[config.mk]
export PLATFORM = sky130hd
export DESIGN_NAME = bnn_window_feeder
export DESIGN_NICKNAME = d
export VERILOG_FILES = /design/src/rtl/bnn_pkg.sv /design/src/rtl/bnn_line_buffer.sv /design/src/rtl/bnn_window_feeder.sv
export SDC_FILE = /design/constraint.sdc
export NUM_CORES = 1
export LEC_CHECK = 0
export CAP_MARGIN = 20
export CORE_UTILIZATION = 37
export DETAILED_ROUTE_END_ITERATION = 12
export DONT_BUFFER_PORTS = 1
export SETUP_SLACK_MARGIN = 0.4
export SYNTH_ARGS = -nofsm -noshare
export SYNTH_HDL_FRONTEND = slang
export SYNTH_SLANG_ARGS = --single-unit
[constraint.sdc]
create_clock -name clk -period 3.8 [get_ports clk]
set_input_delay 0.76 -clock clk [delete_from_list [all_inputs] [get_ports clk]]
set_output_delay 0.76 -clock clk [all_outputs]
set_load 0.02 [all_outputs]
[src/rtl/bnn_pkg.sv]
// rtl/bnn_pkg.sv - shared constants, FSM state type and window index helper for the BNN window feeder
package bnn_pkg;

    localparam int K  = 7;
    localparam int KK = K * K;

    typedef enum logic [1:0] {
        LOAD_W,
        STREAM,
        ISSUE,
        EMIT
    } state_t;

    // Flat bit position of window row r (0 = oldest), column c (0 = leftmost).
    function automatic int idx(input int r, input int c);
        return r * K + c;
    endfunction

endpackage

[src/rtl/bnn_line_buffer.sv]
// rtl/bnn_line_buffer.sv - DEPTH-deep 1-bit shift register used as one image line buffer
// Ports:
//   clk, rst : clock, synchronous active-high reset (clears contents)
//   en       : shift by one position
//   din      : bit entering the line
//   dout     : bit that entered DEPTH shifts ago (valid before the shift)
module bnn_line_buffer #(
    parameter int DEPTH = 28
) (
    input  logic clk,
    input  logic rst,
    input  logic en,
    input  logic din,
    output logic dout
);

    logic [DEPTH-1:0] sr;

    always_ff @(posedge clk) begin
        if (rst) begin
            sr <= '0;
        end else if (en) begin
            sr <= {sr[DEPTH-2:0], din};
        end
    end

    assign dout = sr[DEPTH-1];

endmodule

[src/rtl/bnn_window_feeder.sv]
// rtl/bnn_window_feeder.sv - builds 7x7 binary windows from a raster pixel stream and sequences the XNOR/popcount multiplier
// Ports:
//   clk, rst                    : clock, synchronous active-high reset
//   pix_in/pix_valid/pix_ready  : binary pixel stream, raster order
//   w_row/w_valid/w_ready       : weight rows, first row loaded lands in w[6:0]
//   img, w                      : window and weights, bit r*7+c = row r, column c
//   step                        : multiplier row-advance enable, 7 cycles per window
//   acc_clr                     : multiplier accumulator clear
//   win_done                    : multiplier result valid this cycle
//   frame_done                  : last pixel of the frame accepted this cycle
module bnn_window_feeder #(
    parameter int IMG_W = 28,
    parameter int IMG_H = 28,
    parameter int K     = 7
) (
    input  logic             clk,
    input  logic             rst,
    input  logic             pix_in,
    input  logic             pix_valid,
    output logic             pix_ready,
    input  logic [K-1:0]     w_row,
    input  logic             w_valid,
    output logic             w_ready,
    output logic [K*K-1:0]   img,
    output logic [K*K-1:0]   w,
    output logic             step,
    output logic             acc_clr,
    output logic             win_done,
    output logic             frame_done
);

    import bnn_pkg::*;

    localparam int CW = $clog2(IMG_W);
    localparam int RW = $clog2(IMG_H);

    state_t          state, state_nx;
    logic [CW-1:0]   col;
    logic [RW-1:0]   row;
    logic [2:0]      wcnt;
    logic [2:0]      icnt;
    logic [K-2:0]    lb_in;
    logic [K-2:0]    lb_out;
    logic [K*K-1:0]  img_nx;
    logic            at_bound, col_last, row_last, win_ok;
    logic            pix_acc, w_acc;

    assign at_bound = (row == '0) && (col == '0);
    assign col_last = (col == CW'(IMG_W - 1));
    assign row_last = (row == RW'(IMG_H - 1));
    // Only windows lying wholly inside the current frame and row are issued.
    assign win_ok   = (row >= RW'(K - 1)) && (col >= CW'(K - 1));

    always_ff @(posedge clk) begin
        if (rst) begin
            state <= LOAD_W;
        end else begin
            state <= state_nx;
        end
    end

    always_comb begin
        state_nx  = state;
        pix_ready = 1'b0;
        w_ready   = 1'b0;
        step      = 1'b0;
        win_done  = 1'b0;
        acc_clr   = rst;
        case (state)
            LOAD_W: begin
                w_ready = 1'b1;
                acc_clr = 1'b1;
                if (w_valid && wcnt == 3'd6) begin
                    state_nx = STREAM;
                end
            end
            STREAM: begin
                // A weight row at the frame boundary has priority over the pixel.
                w_ready   = at_bound;
                pix_ready = !(at_bound && w_valid);
                if (at_bound && w_valid) begin
                    state_nx = LOAD_W;
                end else if (pix_valid && win_ok) begin
                    state_nx = ISSUE;
                end
            end
            ISSUE: begin
                step = 1'b1;
                if (icnt == 3'd6) begin
                    state_nx = EMIT;
                end
            end
            EMIT: begin
                win_done = 1'b1;
                acc_clr  = 1'b1;
                state_nx = STREAM;
            end
            default: state_nx = LOAD_W;
        endcase
    end

    assign pix_acc    = pix_valid && pix_ready;
    assign w_acc      = w_valid && w_ready;
    assign frame_done = pix_acc && row_last && col_last;

    // Window shifts left; the new right column comes from the line-buffer taps,
    // oldest line in row 0, the incoming pixel in row 6.
    always_comb begin
        img_nx = img;
        for (int r = 0; r < K; r++) begin
            for (int c = 0; c < K - 1; c++) begin
                img_nx[idx(r, c)] = img[idx(r, c + 1)];
            end
        end
        for (int r = 0; r < K - 1; r++) begin
            img_nx[idx(r, K - 1)] = lb_out[K - 2 - r];
        end
        img_nx[idx(K - 1, K - 1)] = pix_in;
    end

    always_ff @(posedge clk) begin
        if (rst) begin
            col  <= '0;
            row  <= '0;
            wcnt <= '0;
            icnt <= '0;
            w    <= '0;
            img  <= '0;
        end else begin
            if (w_acc) begin
                w    <= {w_row, w[K*K-1:K]};
                wcnt <= (state == STREAM) ? 3'd1 : wcnt + 3'd1;
            end
            if (pix_acc) begin
                img <= img_nx;
                if (col_last) begin
                    col <= '0;
                    row <= row_last ? '0 : row + RW'(1);
                end else begin
                    col <= col + CW'(1);
                end
            end
            icnt <= (state == ISSUE) ? icnt + 3'd1 : 3'd0;
        end
    end

    assign lb_in = {lb_out[K-3:0], pix_in};

    for (genvar i = 0; i < K - 1; i++) begin : g_lb
        bnn_line_buffer #(
            .DEPTH (IMG_W)
        ) u_lb (
            .clk  (clk),
            .rst  (rst),
            .en   (pix_acc),
            .din  (lb_in[i]),
            .dout (lb_out[i])
        );
    end

endmodule

======== After elaboration in Yosys (flattened, before gate mapping) ========
Cells that the tools add are included.
operators by class
  add/subtract/negate cells ............... 4
  $lt $le $gt $ge ......................... 2
  equality and inequality tests ........... 10
  mux-type cells .......................... 13
  bitwise gates (word level) .............. 1
  reductions and logical operators ........ 17
operator list
  operator                                                                number
  5-bit by 1-bit adder with 5-bit output (second input constant)          2
  5-bit equality test (second input constant)                             2
  5-bit by 3-bit >= comparator with 1-bit output (second input constant)  2
  5-bit logical NOT                                                       2
  5-bit 2-to-1 mux                                                        2
  1-bit logical AND                                                       9
  2-bit 2-to-1 mux                                                        4
  2-bit case mux with 4 select lines                                      1
  3-bit by 1-bit adder with 3-bit output (second input constant)          2
  3-bit equality test (second input constant)                             2
  2-bit equality test (second input constant)                             2
  1-bit 2-to-1 mux                                                        4
  2-bit != test (second input constant)                                   2
  2-bit OR reduction                                                      2
  3-bit 2-to-1 mux                                                        1
  3-bit != test (second input constant)                                   1
  3-bit AND reduction                                                     1
  2-bit by 1-bit equality test with 1-bit output (second input constant)  1
  2-bit logical NOT                                                       1
  1-bit case mux with 2 select lines                                      1
  2-bit AND reduction                                                     1
  1-bit logical NOT                                                       1
  1-bit inverter                                                          1
storage, ports and cells
  register bits ........................... 284
  input port bits ......................... 12
  output and inout bits ................... 104

======== Longest topological paths before layout ========
Gate-level depths: netlist (run 1).
  word-level depth ........................ 8
  depth in mapped cells ................... 8
  gate-level depth less buffers ........... 6

======== By module ========
A second synthesis (run 1) with hierarchy kept.
unflattened totals
  cell total of the unflattened synthesis .. 1,106
  area, all modules ....................... 11,124.4 um^2
by module, submodules not included
  module             instances  cells each  area each (um^2)
  bnn_line_buffer    6          90          1,012.2
  bnn_window_feeder  1          566         5,051.1

======== Worst setup path after synthesis (run 1) ========
OpenSTA, ideal clock, no wires.
  kind .................................... input-to-output
  start ................................... input pix_valid
  end ..................................... output frame_done
  arrival time ............................ 1,850 ps
  required time ........................... 3,040 ps
  setup slack ............................. 1,190 ps
  cell stages on the path ................. 5
  cells stage by stage .................... and2_1 > o31ai_4 > buf_4 > buf_2 > nor3_1
on the way
  cells in the longest elaborated chain, start to end .. 3
ends and longest elaborated chain
  what                             line                      source
  start: declaration               bnn_window_feeder.sv:19   input logic pix_valid,
  1-bit logical AND                bnn_window_feeder.sv:102  assign pix_acc = pix_valid && pix_ready;
  1-bit logical AND (2 in series)  bnn_window_feeder.sv:104  assign frame_done = pix_acc && row_last && col_last;
  end: declaration                 bnn_window_feeder.sv:29   output logic frame_done
Every way passes these cells.

======== Worst setup path in the final report (run 1) ========
  start ................................... register col[0]
  end ..................................... output w_ready
on the way
  cells in the longest elaborated chain, start to end .. 3
ends and longest elaborated chain
  what                                line                      source
  start: declaration                  bnn_window_feeder.sv:38   logic [CW-1:0] col;
  start signal: assignment            bnn_window_feeder.sv:140  col <= col + CW'(1);
  5-bit logical NOT                   bnn_window_feeder.sv:48   assign at_bound = (row == '0) && (col == '0);
  1-bit logical AND                   bnn_window_feeder.sv:48
  1-bit case mux with 2 select lines  bnn_window_feeder.sv:69   case (state)
  end: declaration                    bnn_window_feeder.sv:23   output logic w_ready,
Every way passes these cells.

==> impl_metrics.yaml, run 1 <==
status:
  status: "complete, no violations"
global_route:
  antenna_found_initial: 0
  grt_pass1_vias: 6046
  grt_overflow_total: 0
  grt.total_usage_pct: 13.1
  grt_max_degree: 250
  grt_pass1_wl_mm: 29.0
cells_and_area:
  layout_commonest_cell: "nand2_1"
  layout_common_cells: "nand2_1, dfxtp_1, a21oi_1, nand2b_1, mux2i_1"
  area_growth_pct: 7.46
  multiInputGateArea_um2: 3750
  antenna_cells: 0
  register_area_um2: 4840
  fill_cells: 2458
  drive_gt1_share_pct: 5.18
  nets: 1049
  finalInstanceArea_um2: 10000
placed_design:
  dpl.hpwl_mm: 9.79
  place_ws_ns: 1.15
  io_buffers: 0
  postPlaceCellArea_um2: 9110
  place_congestion: 0.752
floorplan:
  rows: 57
  dieWidth_um: 161
  initial_core_util_pct: 38.0
  core_um2: 24500
  die_area_um2: 25800
  chipHeight_um: 161
  num_io_pins: 116
clocking:
  cts_setup_buffers: 0
  root_buffer: "clkbuf_16"
  clkTransAtPathRegs_ns: 0.06
  clk_latency_ns: 0.53
  hold_buffers: 0
  cts_sinks: 242
  cts_buffers: 27
  postCtsResizedCells: 0
  cts_tree: "built"
  cts_htree_levels: 1
  clock_path_buffers: 3
detailed_routing:
  routed.top_layer: "met4"
  routed_wl_mm: 17.3
  vias: 6607
  wl_met2_mm: 7.70
  wl_per_cell_um: 12.7
  antenna_left: 0
  met3_length_mm: 1.21
  route.detailed.drc: 0
  met1_length_mm: 8.10
  drt_iter0_drc: 328
  viasPerCell: 4.83
  drt-pass1-iter-count: 5
timing:
  setup_viol: 0
  max_freq_mhz: 320
  skew_ns: 0.0238
  fin_setup_tns_ns: 0
  period_share_pct: 82.1
  rsz0062_at_grt: "false"
  period_needed_ns: 3.12
  hold_viol_final: 0
  worstMarginPinSlew_ns: 0.987
  slew_headroom_pct: 33.9
  whs_ns: 0.342
  slew_viol_final: 0
  worst_slack_ns: 0.679
setup_path:
  reg2reg_depth: 7
  reg2reg_setup_slack_ns: 1.14
  crit_type: "register to output pin"
  end_kind: "output pin"
  start_kind: "register"
  cp_max_fo: 12
  r2r_start: "col[0]$_SDFFE_PP0N_"
  worst_ep_required_time_ns: 3.04
  startpoint: "col[0]$_SDFFE_PP0N_"
  critical_path_arrival_ns: 2.36
  r2r_end: "w[28]$_SDFFE_PP0P_"
synth:
  seq_area_frac_synth_pct: 52.1
  async_flop_share_pct: 0
  synth_cell_types: 39
  ys_ff_latch: 242
  synth_edf_count: 0
  synthFlopType: "dfxtp_1"
  syn-num-nets: 1133
  synth_area_per_cell_um2: 8.41
  synthCells: 1106
  netlist_area_um2: 9310
  ys_warn_count: 0
worst_hold_path:
  holdCritStartpoint: "rst"
  hold_depth: 1
  hp-class: "primary input to register"
  worst_hold_path.endpoint: "wcnt[1]$_SDFFE_PP0P_"
pwr:
  vdd_drop_max_v: 0.000303
  power_density_nw_per_um2: 530
  leakagePower_nw: 3.37
run:
  max_cap_violations: 0
## cell type report
type | instances | share of cell area, %
inverters | 13 | 0.488
well taps | 324 | 4.05
multi-input cells | 733 | 37.5
repair buffers | 5 | 0.626
clock buffers | 42 | 7.92
flip-flops and latches | 242 | 48.4
clock inverters | 8 | 0.963
## layer usage
metal  global-route usage (%)  up-vias
met4                     4.16        0
met2                     21.5      111
met3                     4.42       23
met5                        0        -
li1                         -     3413
met1                     16.2     3060
## report_power, final
group          internal [mW]  switching, mW  total, mW
clock                   1.56          0.999       2.56
combinational         0.0527         0.0993      0.152
sequential              2.55         0.0282       2.58
## metrics by stage
stage	utilization (%)	total power, mW	std cells
final	40.9	5.30	1367
after global routing	40.9	5.52	1367
after CTS	40.9	5.39	1367
after detailed placement	37.2	2.79	1317
after global placement	37.2	2.79	1317
after floorplan	-	2.80	1106
## worst max-delay path by stage
stage	slack, ns	cells past startpoint	end
2_1_floorplan	1.19	5	frame_done
3_3_place_gp	1.27	7	w[1]$_SDFFE_PP0P_
3_5_place_dp	1.15	7	w[28]$_SDFFE_PP0P_
4_1_cts	0.66	5	w_ready
5_1_grt	0.40	5	w_ready
6_report	0.68	5	w_ready
## cell families (layout without fill, tap and decap cells)
| logic type | Yosys count | count (layout) | synth area share, % |
|---|---|---|---|
| AO/OA/AOI/OAI | 224 | 224 | 12.7 |
| XOR/XNOR | 1 | 1 | 0.0941 |
| adder cells (fa/ha/maj) | 15 | 15 | 2.02 |
| buffers and inverters | 131 | 68 | 7.68 |
| flip-flops | 242 | 242 | 52.1 |
| multiplexers | 43 | 43 | 4.63 |
| AND/OR/NAND/NOR | 450 | 450 | 20.8 |
## sequential cells by signal, indices dropped and copies added (netlist names)
signal,flops
g_lb.u_lb.sr,127
w,49
img,48
col,5
row,5
icnt,3
wcnt,3
state,2
## critical path, stage by stage (launching register included)
cell	delay [ns]
dfxtp_1	0.39
inv_1	0.10
ha_1	0.21
nor4bb_1	0.15
a31oi_1	0.69
inv_1	0.28
## cell usage after synthesis (2+ instances only)
cell type | n | area share (%)
nand2_1 | 356 | 14
dfxtp_1 | 242 | 52
a21oi_1 | 185 | 10
buf_4 | 56 | 4.5
nand2b_1 | 54 | 3.6
clkbuf_1 | 52 | 2.1
mux2i_1 | 43 | 4.6
o21ai_0 | 23 | 1.2
ha_1 | 15 | 2.0
inv_1 | 13 | 0.52
buf_2 | 10 | 0.54
nor2b_1 | 7 | 0.47
nand3_1 | 6 | 0.32
nor2_1 | 5 | 0.20
nor3_1 | 4 | 0.22
a21o_1 | 3 | 0.24
nand4_1 | 3 | 0.20
a211oi_1 | 2 | 0.16
a22o_1 | 2 | 0.19
a31oi_1 | 2 | 0.13
a41oi_1 | 2 | 0.19
nand4b_1 | 2 | 0.19
or4_1 | 2 | 0.16
or4b_2 | 2 | 0.22
No activity file was read; power rests on OpenSTA's default activity.
==> run 2, diff against run 1 <==
==> constraint.sdc (replaced) <==
create_clock -name clk -period 3.1 [get_ports clk]
set_input_delay 0.62 -clock clk [delete_from_list [all_inputs] [get_ports clk]]
set_output_delay 0.62 -clock clk [all_outputs]
set_load 0.02 [all_outputs]
==> run 2 against run 1 <==
Compared with the run above: via count stayed put; clock power is 29% higher; combinational power is 28% higher; clock-buffer cell count is 4 lower; total power is 26% higher; critical endpoint unchanged; largest power group is now clock; highest routed layer unchanged.
==> impl_metrics.yaml, run 2 (synthesis gave the netlist of run 1 again) <==
clocking:
  cts_htree_levels: 1
  cts_buffers: 27
  clk_latency_ns: 0.53
  cts_sinks: 242
  cts_setup_buffers: 0
  root_buffer: "clkbuf_16"
  clkTransAtPathRegs_ns: 0.06
  cts_tree: "built"
  hold_buffers: 0
  clock_path_buffers: 3
global_route:
  grt_overflow_total: 0
  antenna_found_initial: 0
  grt_max_degree: 250
  grt_busiest_layer: "met2"
  use_met1_pct: 16.6
  grt_pass1_wl_mm: 29.2
  grtUsageMet2_pct: 21.3
  grtUsageMet3_pct: 3.93
  grt.total_usage_pct: 13.1
  grt_pass1_vias: 6212
floorplan:
  rows: 57
  chipHeight_um: 161
  initial_core_util_pct: 38.0
  die_area_um2: 25800
  num_io_pins: 116
  core_um2: 24500
  dieWidth_um: 161
placed_design:
  place_congestion: 0.692
  place_ws_ns: 0.823
  place_inst: 1321
  io_buffers: 0
  dpl.hpwl_mm: 9.61
status:
  status: "complete, no violations"
timing:
  slew_viol_final: 0
  worstMarginPinSlew_ns: 0.778
  fin_setup_tns_ns: 0
  hold_viol_final: 0
  period_share_pct: 85.5
  worst_slack_ns: 0.448
  skew_ns: 0.0160
  period_needed_ns: 2.65
  setup_viol: 0
  slew_headroom_pct: 48.1
  rsz0062_at_grt: "true"
  max_freq_mhz: 377
setup_path:
  start_kind: "register"
  cp_max_fo: 10
  worst_ep_required_time_ns: 2.48
  crit_type: "register to output pin"
  crit_chain: "nor4_1 > a31oi_2 > buf_4 > inv_1"
  startpoint: "col[4]$_SDFFE_PP0N_"
  r2r_start: "col[4]$_SDFFE_PP0N_"
  end_kind: "output pin"
  crit_slowest_cell: "nor4_1"
  critical_path_arrival_ns: 2.03
  critical-path-top-delay-family: "simple AND/OR/NAND/NOR gates"
  critical_path_buf_inv_count: 2
  cpPeakStageDelay_ns: 0.57
detailed_routing:
  antenna_left: 0
  drt_iter0_drc: 528
  vias: 6607
  route.detailed.drc: 0
  drt-pass1-iter-count: 4
  wl_per_cell_um: 12.6
  viasPerCell: 4.83
  routed_wl_mm: 17.2
cells_and_area:
  drive_gt1_share_pct: 6.12
  final_cells: 1369
  nets: 1053
  top_register: "g_lb.u_lb.sr"
  largest_register_ffs: 127
  fill_cells: 2438
  layout_common_cells: "nand2_1, dfxtp_1, a21oi_1, nand2b_1, mux2i_1"
  top_regs: "g_lb.u_lb.sr (127), w (49), img (48)"
  antenna_cells: 0
  area_growth_pct: 8.77
  layout_commonest_cell: "nand2_1"
pwr:
  vdd_drop_max_v: 0.000411
  power_density_nw_per_um2: 659
  leakagePower_nw: 3.43
run:
  max_cap_violations: 0
worst_hold_path:
  holdCritStartpoint: "rst"
  hp-class: "primary input to register"
-- run 2: changes by cell type in the layout (fill, tap and decap cells not counted), sizes merged --
cell	change
clkbuf	-4
inv	+1
bufinv	+2
buf	+4
clkinv	-1
-- run 2: repair_timing --
action	4_1_cts	5_1_grt
pin swaps	0	0
endpoints found under the setup margin	2	2
gates resized for setup	2	3
-- run 2: metrics by stage --
| stage | total power [mW] | utilization [%] | hold WS, ns | area [um2] |
|---|---|---|---|---|
| after floorplan | 3.43 | - | 0.417 | 9310 |
| after global placement | 3.43 | 37.4 | 0.433 | 9150 |
| after detailed placement | 3.43 | 37.4 | 0.438 | 9150 |
| after CTS | 6.78 | 41.3 | 0.143 | 10100 |
| after global routing | 6.92 | 41.4 | 0.148 | 10100 |
| final | 6.67 | 41.4 | 0.233 | 10100 |
-- run 2: path summary, 6_finish.rpt --
| kind | slack (ns) | endpoint | depth (start not counted) |
|---|---|---|---|
| max reg2reg | 0.80 | img[2]$_SDFFE_PP0N_ | 5 |
| max | 0.45 | w_ready | 4 |
| min reg2reg | 0.44 | g_lb[5].u_lb.sr[21]$_SDFFE_PP0N_ | 2 |
| min | 0.23 | col[0]$_SDFFE_PP0N_ | 1 |
-- run 2: area by class of cell --
| class | instances | area [um2] | share of cell area (%) |
|---|---|---|---|
| Clock buffer | 38 | 777 | 7.68 |
| Clock inverter | 10 | 163 | 1.61 |
| Inverter | 13 | 48.8 | 0.482 |
| Multi-Input combinational cell | 733 | 3780 | 37.3 |
| Sequential cell | 242 | 4840 | 47.9 |
| Tap cell | 324 | 405 | 4.01 |
| Timing Repair Buffer | 9 | 105 | 1.04 |
-- run 2: where the power goes --
| part | total [mW] | switching [mW] | internal, mW |
|---|---|---|---|
| registers | 3.17 | 0.0345 | 3.13 |
| logic | 0.195 | 0.124 | 0.0715 |
| clock network | 3.30 | 1.23 | 2.08 |
| total | 6.67 | 1.39 | 5.28 |
-- run 2: per-layer routing --
| metal | part of all wire, % | wire length [um] | vias to the layer above |
|---|---|---|---|
| met5 | 0 | 0 | - |
| met4 | 2.1 | 367 | 0 |
| met3 | 6.4 | 1100 | 26 |
| met2 | 45 | 7750 | 127 |
| met1 | 46 | 7990 | 3033 |
| li1 | - | - | 3421 |
